**config.mk**
```make
export PLATFORM = sky130hd
export DESIGN_NAME = dyn_partition_stepper
export DESIGN_NICKNAME = d
export VERILOG_FILES = /design/src/rtl/dyn_part_pkg.sv /design/src/rtl/dyn_part_counter.sv /design/src/rtl/dyn_partition_stepper.sv
export SDC_FILE = /design/constraint.sdc
export NUM_CORES = 1
export LEC_CHECK = 0
export ABC_AREA = 1
export ABC_CLOCK_PERIOD_IN_PS = 2800
export CAP_MARGIN = 40
export CORE_MARGIN = 1.5
export CORE_UTILIZATION = 49
export DETAILED_ROUTE_END_ITERATION = 12
export GPL_TIMING_DRIVEN = 0
export PLACE_DENSITY_LB_ADDON = 0.1
export SETUP_SLACK_MARGIN = 0.2
export SLEW_MARGIN = 15
export SYNTH_ARGS = -nofsm -noshare
export SYNTH_HDL_FRONTEND = slang
export SYNTH_SLANG_ARGS = --single-unit
```
**constraint.sdc**
```tcl
create_clock -name clk -period 2.8 [get_ports clk]
set_input_delay 0.42 -clock clk [delete_from_list [all_inputs] [get_ports clk]]
set_output_delay 0.42 -clock clk [all_outputs]
set_load 0.05 [all_outputs]
```
**src/rtl/dyn_part_pkg.sv**
```systemverilog
// Shared types and state-packing helpers for the dynamic-partition stepper.
// Packed state layout: {phase, cnt[NUM_PART-1], ..., cnt[0]}.
package dyn_part_pkg;

  typedef enum logic [1:0] {S_IDLE, S_RUN, S_HIT, S_TIMEOUT} fsm_e;

  localparam bit MODE_WRAP = 1'b0;
  localparam bit MODE_SAT  = 1'b1;

  // Widest packed state the helpers accept; callers zero-extend into it.
  localparam int MAX_ST_W = 256;

  function automatic logic [31:0] get_cnt(input logic [MAX_ST_W-1:0] st,
                                          input int idx, input int cnt_w);
    logic [MAX_ST_W-1:0] sh;
    sh = st >> (idx * cnt_w);
    get_cnt = 32'(sh & ((MAX_ST_W'(1) << cnt_w) - MAX_ST_W'(1)));
  endfunction

  function automatic logic [31:0] get_phase(input logic [MAX_ST_W-1:0] st,
                                            input int num_part, input int cnt_w);
    get_phase = 32'(st >> (num_part * cnt_w));
  endfunction

endpackage

```
**src/rtl/dyn_part_counter.sv**
```systemverilog
// One partition counter slice: loads, or increments (wrap or saturate) when selected.
module dyn_part_counter
  import dyn_part_pkg::*;
#(
  parameter int CNT_W = 3
) (
  input  logic             clk,
  input  logic             rst,
  input  logic             load,
  input  logic [CNT_W-1:0] load_val,
  input  logic             step,
  input  logic             inc,
  input  logic             sat,
  output logic [CNT_W-1:0] cnt,
  output logic [CNT_W-1:0] cnt_nxt
);

  logic [CNT_W-1:0] cnt_q;
  logic [CNT_W-1:0] inc_val;

  assign inc_val = (sat && (&cnt_q)) ? cnt_q : cnt_q + CNT_W'(1);
  // Look-ahead value lets the top compare the post-step state before it is committed.
  assign cnt_nxt = inc ? inc_val : cnt_q;
  assign cnt     = cnt_q;

  always_ff @(posedge clk or posedge rst) begin
    if (rst)              cnt_q <= '0;
    else if (load)        cnt_q <= load_val;
    else if (step && inc) cnt_q <= inc_val;
  end

endmodule

```
**src/rtl/dyn_partition_stepper.sv**
```systemverilog
// Bounded sequential stepper: round-robin counter increments from a loaded state
// until the state equals the target (hit) or the step bound expires (timeout).
module dyn_partition_stepper
  import dyn_part_pkg::*;
#(
  parameter int NUM_PART  = 2,
  parameter int CNT_W     = 3,
  parameter int SAT_MODE  = 0,
  parameter int MAX_STEPS = 16,
  parameter int PH_W      = $clog2(NUM_PART),
  parameter int ST_W      = NUM_PART*CNT_W + PH_W,
  parameter int SC_W      = $clog2(MAX_STEPS+1)
) (
  input  logic            clk,
  input  logic            rst,
  input  logic            start,
  input  logic [ST_W-1:0] init_state,
  input  logic [ST_W-1:0] target_state,
  input  logic            step_en,
  output logic [ST_W-1:0] state,
  output logic [PH_W-1:0] active,
  output logic            busy,
  output logic            hit,
  output logic            timeout,
  output logic [SC_W-1:0] step_count
);

  localparam int CW = NUM_PART*CNT_W;

  fsm_e fsm_q, fsm_d;
  logic [PH_W-1:0] phase_q, phase_nxt, ld_phase_raw, ld_phase;
  logic [SC_W-1:0] sc_q;
  logic [NUM_PART-1:0][CNT_W-1:0] cnt_q, cnt_nxt;
  logic [ST_W-1:0] ld_st, step_st;
  logic start_acc, do_step, last_step;

  assign start_acc = start && (fsm_q != S_RUN);
  assign do_step   = (fsm_q == S_RUN) && step_en;
  assign last_step = (32'(sc_q) + 1) == MAX_STEPS;

  // Out-of-range phase in the loaded state folds back to partition 0.
  assign ld_phase_raw = PH_W'(get_phase(MAX_ST_W'(init_state), NUM_PART, CNT_W));
  assign ld_phase     = (32'(ld_phase_raw) >= NUM_PART) ? '0 : ld_phase_raw;
  assign ld_st        = {ld_phase, init_state[CW-1:0]};

  assign phase_nxt = (32'(phase_q) == NUM_PART-1) ? '0 : phase_q + PH_W'(1);
  assign step_st   = {phase_nxt, cnt_nxt};

  for (genvar i = 0; i < NUM_PART; i++) begin : g_part
    dyn_part_counter #(.CNT_W(CNT_W)) u_cnt (
      .clk      (clk),
      .rst      (rst),
      .load     (start_acc),
      .load_val (CNT_W'(get_cnt(MAX_ST_W'(init_state), i, CNT_W))),
      .step     (do_step),
      .inc      (32'(phase_q) == i),
      .sat      (SAT_MODE != 0),
      .cnt      (cnt_q[i]),
      .cnt_nxt  (cnt_nxt[i])
    );
  end

  always_ff @(posedge clk or posedge rst) begin
    if (rst) begin
      phase_q <= '0;
      sc_q    <= '0;
    end else if (start_acc) begin
      phase_q <= ld_phase;
      sc_q    <= '0;
    end else if (do_step) begin
      phase_q <= phase_nxt;
      sc_q    <= sc_q + SC_W'(1);
    end
  end

  always_ff @(posedge clk or posedge rst) begin
    if (rst) fsm_q <= S_IDLE;
    else     fsm_q <= fsm_d;
  end

  // Hit takes priority over timeout when the final permitted step lands on target.
  always_comb begin
    fsm_d = fsm_q;
    case (fsm_q)
      S_RUN: begin
        if (step_en) begin
          if (step_st == target_state) fsm_d = S_HIT;
          else if (last_step)          fsm_d = S_TIMEOUT;
        end
      end
      default: begin
        if (start) fsm_d = (ld_st == target_state) ? S_HIT : S_RUN;
      end
    endcase
  end

  always_comb begin
    busy    = (fsm_q == S_RUN);
    hit     = (fsm_q == S_HIT);
    timeout = (fsm_q == S_TIMEOUT);
  end

  assign state      = {phase_q, cnt_q};
  assign active     = phase_q;
  assign step_count = sc_q;

endmodule

```
* After elaboration in Yosys (flattened, before gate mapping)
Index checks and enable logic that the tools add are counted.
** Word-level totals
- Bits in registers :: 14
- Output and inout bits :: 16
** Operators by class
- Add/subtract/negate cells :: 5
- Equality and inequality tests :: 9
- Muxes and demuxes :: 17
- Bitwise operators :: 1
- Reduce and logical (&&, ||, !) cells :: 9
** Operators with widths (count)
- two-way mux 3 bit :: 6
- == test 7 bit :: 2
- two-way mux 2 bit :: 6
- two-way mux 5 bit :: 2
- nonzero test 2 bit :: 4
- adder 3 x 1 -> 3 bit, second input constant :: 2
- adder 5 x 1 -> 6 bit, second input constant :: 1
- == test 6 x 5 -> 1 bit, second input constant :: 1
- adder 5 x 1 -> 5 bit, second input constant :: 1
- == test 2 bit, second input constant :: 2
- logical AND 1 bit :: 4
- two-way mux 1 bit :: 3
- != test 3 x 1 -> 1 bit, second input constant :: 1
- AND reduction 3 bit :: 1
- == test 2 x 1 -> 1 bit, second input constant :: 1
- != test 2 x 1 -> 1 bit, second input constant :: 1
- != test 2 bit, second input constant :: 1
- adder 1 bit, second input constant :: 1
- inverter 1 bit :: 1

* Depth between registers and ports, before layout
- Depth in word-level cells :: 6
- Gate-level depth with buffers :: 12
- Mapped depth without buffers :: 12

* Modules after synthesis
Synthesis repeated with hierarchy kept, for this count alone.
** Second synthesis, totals
- Cell total of the unflattened synthesis :: 208
- Area total of the unflattened synthesis :: 1260.0 um^2
** By module, submodules not included
- dyn_partition_stepper :: times used 1, cells an instance 112, area each 711.9 um^2, seq. area each 200.2 um^2
- dyn_part_counter :: times used 2, cells an instance 48, area each 274.0 um^2, seq. area each 75.1 um^2

* Worst setup path after synthesis
Ideal clock, no wire load.
- Kind :: flip-flop to flip-flop
- Start :: register g_part[0].u_cnt.cnt_q[1]
- End :: register fsm_q[0]
- Arrival :: 1659 ps
- Path slack :: 1023 ps
- Cell stages (with the launch flop) :: 12
- Buffers on the path :: 0
- Clock period less this slack :: 1777 ps
- Cells stage by stage :: dfrtp_1 -> ha_1 -> nand2_1 -> nand2_1 -> nand2_1 -> nand3_1 -> nor2_1 -> nand3_2 -> nand3_2 -> nand2_2 -> nand2_1 -> nand2_1
** On the way
- Word-level cells in the longest chain between the ends :: 6
- Elaborated cells between the ends (all ways) :: 8
** Ends and longest elaborated chain
- start: declaration :: RTL line dyn_part_counter.sv:18 : logic [CNT_W-1:0] cnt_q;
- start signal: assignment :: RTL line dyn_part_counter.sv:28 : else if (load) cnt_q <= load_val;
- start signal: assignment :: RTL line dyn_part_counter.sv:29 : else if (step && inc) cnt_q <= inc_val;
- adder 3 x 1 -> 3 bit :: RTL line dyn_part_counter.sv:21 : assign inc_val = (sat && (&cnt_q)) ? cnt_q : cnt_q + CNT_W'(1);
- two-way mux 3 bit (*) :: RTL line dyn_part_counter.sv:23 : assign cnt_nxt = inc ? inc_val : cnt_q;
- == test 7 bit (*) :: RTL line dyn_partition_stepper.sv:87 : if (step_st == target_state) fsm_d = S_HIT;
- two-way mux 2 bit :: RTL line dyn_partition_stepper.sv:87
- two-way mux 2 bit :: RTL line dyn_partition_stepper.sv:86 : if (step_en) begin
- two-way mux 2 bit :: RTL line dyn_partition_stepper.sv:84 : case (fsm_q)
- end signal: assignment :: RTL line dyn_partition_stepper.sv:78 : else fsm_q <= fsm_d;
- end: declaration :: RTL line dyn_partition_stepper.sv:30 : fsm_e fsm_q, fsm_d;
Mark *: on every way between the ends. The rest lies on a longest branch, timed or not. The select of a mux whose other input is x is not followed.
A chain may end at the register's enable or synchronous reset.

* Worst setup path in the final report
- Start :: register fsm_q[1]
- End :: output port busy
** On the way
- Word-level cells in the longest chain between the ends :: 1
** Ends and longest elaborated chain
- == test 2 x 1 -> 1 bit :: RTL line dyn_partition_stepper.sv:98 : busy = (fsm_q == S_RUN);
- end: declaration :: RTL line dyn_partition_stepper.sv:22 : output logic busy,
No other way between the ends.

==> metrics.md <==
| Metric | Value |
|---|---|
| Status | complete, no violations |
| Top post-synthesis cells by area | dfrtp_1 (32%), nand2_1 (19%), xor2_1 (6.4%) |
| Setup TNS | 0 ns |
| Synth Warn # | 0 |
| First-pass GRT wire length | 4485 um |
| Rows | 16 |
| Setup Fix Bufs, Post-CTS | 0 |
| Placed Area | 1451 um^2 |
| Final Critical Period | 2.198 ns |
| Util after Layout | 0.7358 |
| R2R depth | 11 |
| FILL cells | 171 |
| Post-route cell area | 1488 um^2 |
| Critical path fanouts, max | 5 |
| Power per Cell Area | 1180 nW/um^2 |
| Final Slew Violations | 0 |
| Initial antenna violation count | 0 |
| Mean Syn Cell Area | 6.838 um^2 |
| Sequential area share after synthesis | 0.3222 |
| Met1 usage | 0.2920 |
| Layout cells sized above 1 | 0.1020 |
| Number of global-route vias before repair | 1061 |
| Arr. time, crit path | 1.78 ns |
| F_max | 455.0 MHz |
| Layout Nets | 218 |
| CTS clk-pin slew, worst paths | 0.09 ns |
| Core Region | 2022 um^2 |
| Post-Syn Nets | 180 |
| Area delta synth->final | 36.82% |
| Initial Util | 0.5377 |
| Routed length per instance | 11.42 um |
| CTS root buf | clkbuf_4 |
| DP Wirelength | 2013 um |
| Met3 Usage GRT | 0.03030 |
| Die H | 50.11 um |
| Kind of critical path | reg -> out |
| GR Overflow Total | 0 |
| Yosys top cell area share | 0.3222 |
| Routed WL | 2547 um |
| FF+latch count, synth | 14 |
| Unrepaired setup endpoints after global routing | no |
| Max_cap viols | 0 |
| Synthesized area | 1087 um^2 |
| Area of the die | 2511 um^2 |
| PnR Total Power | 0.001756 W |
| Headroom to the max-slew limit | 0.6333 |
| Largest net degree at the start of global routing | 15 |
| Commonest cells after routing, fill and taps aside | nand2_1 (54), clkdlybuf4s50_1 (33), inv_1 (18) |
| CTS Buffer Depth | 2 |
| Leak Pwr | 0.7306 nW |
| Drt pass-1 iters | 4 |
| Vias post-DR | 1137 |
| Most Crowded Layer GR | met2 |
| Worst VDD drop | 0.0008352 V |
| Worst Setup Start Kind | flip-flop |
| Antenna viol nets, final | 0 |
| Setup Skew | 0.004222 ns |
| Initial DRC Count | 35 |
| CTS tree | done |
| Netlist cell types | 26 |
| Top cell type by total area after synthesis | dfrtp_1 |
| Chip Width | 50.11 um |
| Placer Congestion | 0.8316 |
| Synth Instances | 159 |
| I/O Buffers | 33 |
| Clk_lat worst skew | 0.28 ns |
| Most common cell after layout, fill and taps aside | nand2_1 |
| Final Hold Vio Count | 0 |
| DRC | 0 |
| Grt met2 use | 0.4101 |
| # IOs | 34 |
| CTS Hold Bufs | 0 |
| Setup crit end kind | output pin |
| Final setup vio count | 0 |
| N_diodes | 0 |
| Period utilization | 0.7849 |
| Req. time, crit path | 2.38 ns |
| CTS buffer count | 3 |
| Vias per inst | 5.099 |
| Clk sinks | 14 |
| CTS H-Tree Depth | 1 |
| Cts repair resizes | 0 |
| Total track usage | 0.2347 |
| Tightest Pin Transition | 0.5494 ns |
| Hold Crit Class | in -> async |
cells in the mapped netlist, drive strengths merged:
master,number
a31oi,3
xnor2,3
nand2,59
a21oi,1
a32o,1
nand4,1
o31ai,1
nor2,11
inv,22
o21ai,10
xor2,8
o22ai,2
nor3,1
buf,2
dfrtp,14
nand3,15
o221ai,1
nand3b,1
ha,3
per-layer routing:
layer  share of wire  routed length (um)
met1            0.44                1108
met2            0.51                1311
met3           0.037                  94
met4           0.013                  33
met5               0                   0
final cells by class:
cell class | instances | area (um^2) | share of cell area
repair buffers | 33 | 330.3 | 0.2220
plain buffers | 2 | 18.77 | 0.01262
well taps | 27 | 33.78 | 0.02271
flip-flops and latches | 14 | 350.3 | 0.2355
inverters | 22 | 82.58 | 0.05551
multi-input cells | 121 | 635.6 | 0.4272
clock buffers | 4 | 36.28 | 0.02439
path summary, 6_finish.rpt:
kind	startpoint	end	slack [ns]
min reg2reg	fsm_q[1]$_DFFE_PP0P_	fsm_q[1]$_DFFE_PP0P_	0.52
max	fsm_q[1]$_DFFE_PP0P_	busy	0.60
max in group asynchronous	rst	g_part[1].u_cnt.cnt[1]$_DFFE_PP0P_	1.96
min in group clk	fsm_q[1]$_DFFE_PP0P_	fsm_q[1]$_DFFE_PP0P_	0.52
max reg2reg	g_part[0].u_cnt.cnt[0]$_DFFE_PP0P_	fsm_q[0]$_DFFE_PP0P_	1.17
min	rst	g_part[0].u_cnt.cnt[0]$_DFFE_PP0P_	0.47
kinds of logic after synthesis:
| family | after synthesis | share of synthesized area |
|---|---|---|
| AO/OA/AOI/OAI | 19 | 0.1105 |
| XOR/XNOR | 11 | 0.08861 |
| adder cells (fa/ha/maj) | 3 | 0.03453 |
| buffers and inverters | 24 | 0.09320 |
| flip-flops | 14 | 0.3222 |
| AND/OR/NAND/NOR | 88 | 0.3510 |
report_power, final:
part	total (W)	switching [W]	internal, W	leakage [nW]
sequential	0.000376	0.0000914	0.000285	0.174
clock	0.000149	0.0000699	0.0000791	0.0210
combinational	0.00123	0.000802	0.000429	0.535
total	0.00176	0.000963	0.000792	0.731
registers in the layout, summed over array words and instances, names as in the netlist:
name / flops
active: 1
step_count: 5
g_part.u_cnt.cnt: 6
fsm_q: 2
worst max-delay path, cell delays in order, from the launching register on:
cell             delay [ns]
dfrtp_1                0.41
inv_1                  0.07
nand2_1                0.09
inv_2                  0.12
clkdlybuf4s50_1        0.81
through the flow:
step / hold WS, ns / worst slack, ns / std cells
after floorplan: 0.3092 / 1.024 / 159
after global placement: 0.4816 / 0.9171 / 219
after detailed placement: 0.4966 / 0.9121 / 219
after CTS: 0.5019 / 0.5949 / 223
after global routing: 0.5353 / 0.5409 / 223
final: 0.4689 / 0.6023 / 223
Power figures use the tool's default switching activity.
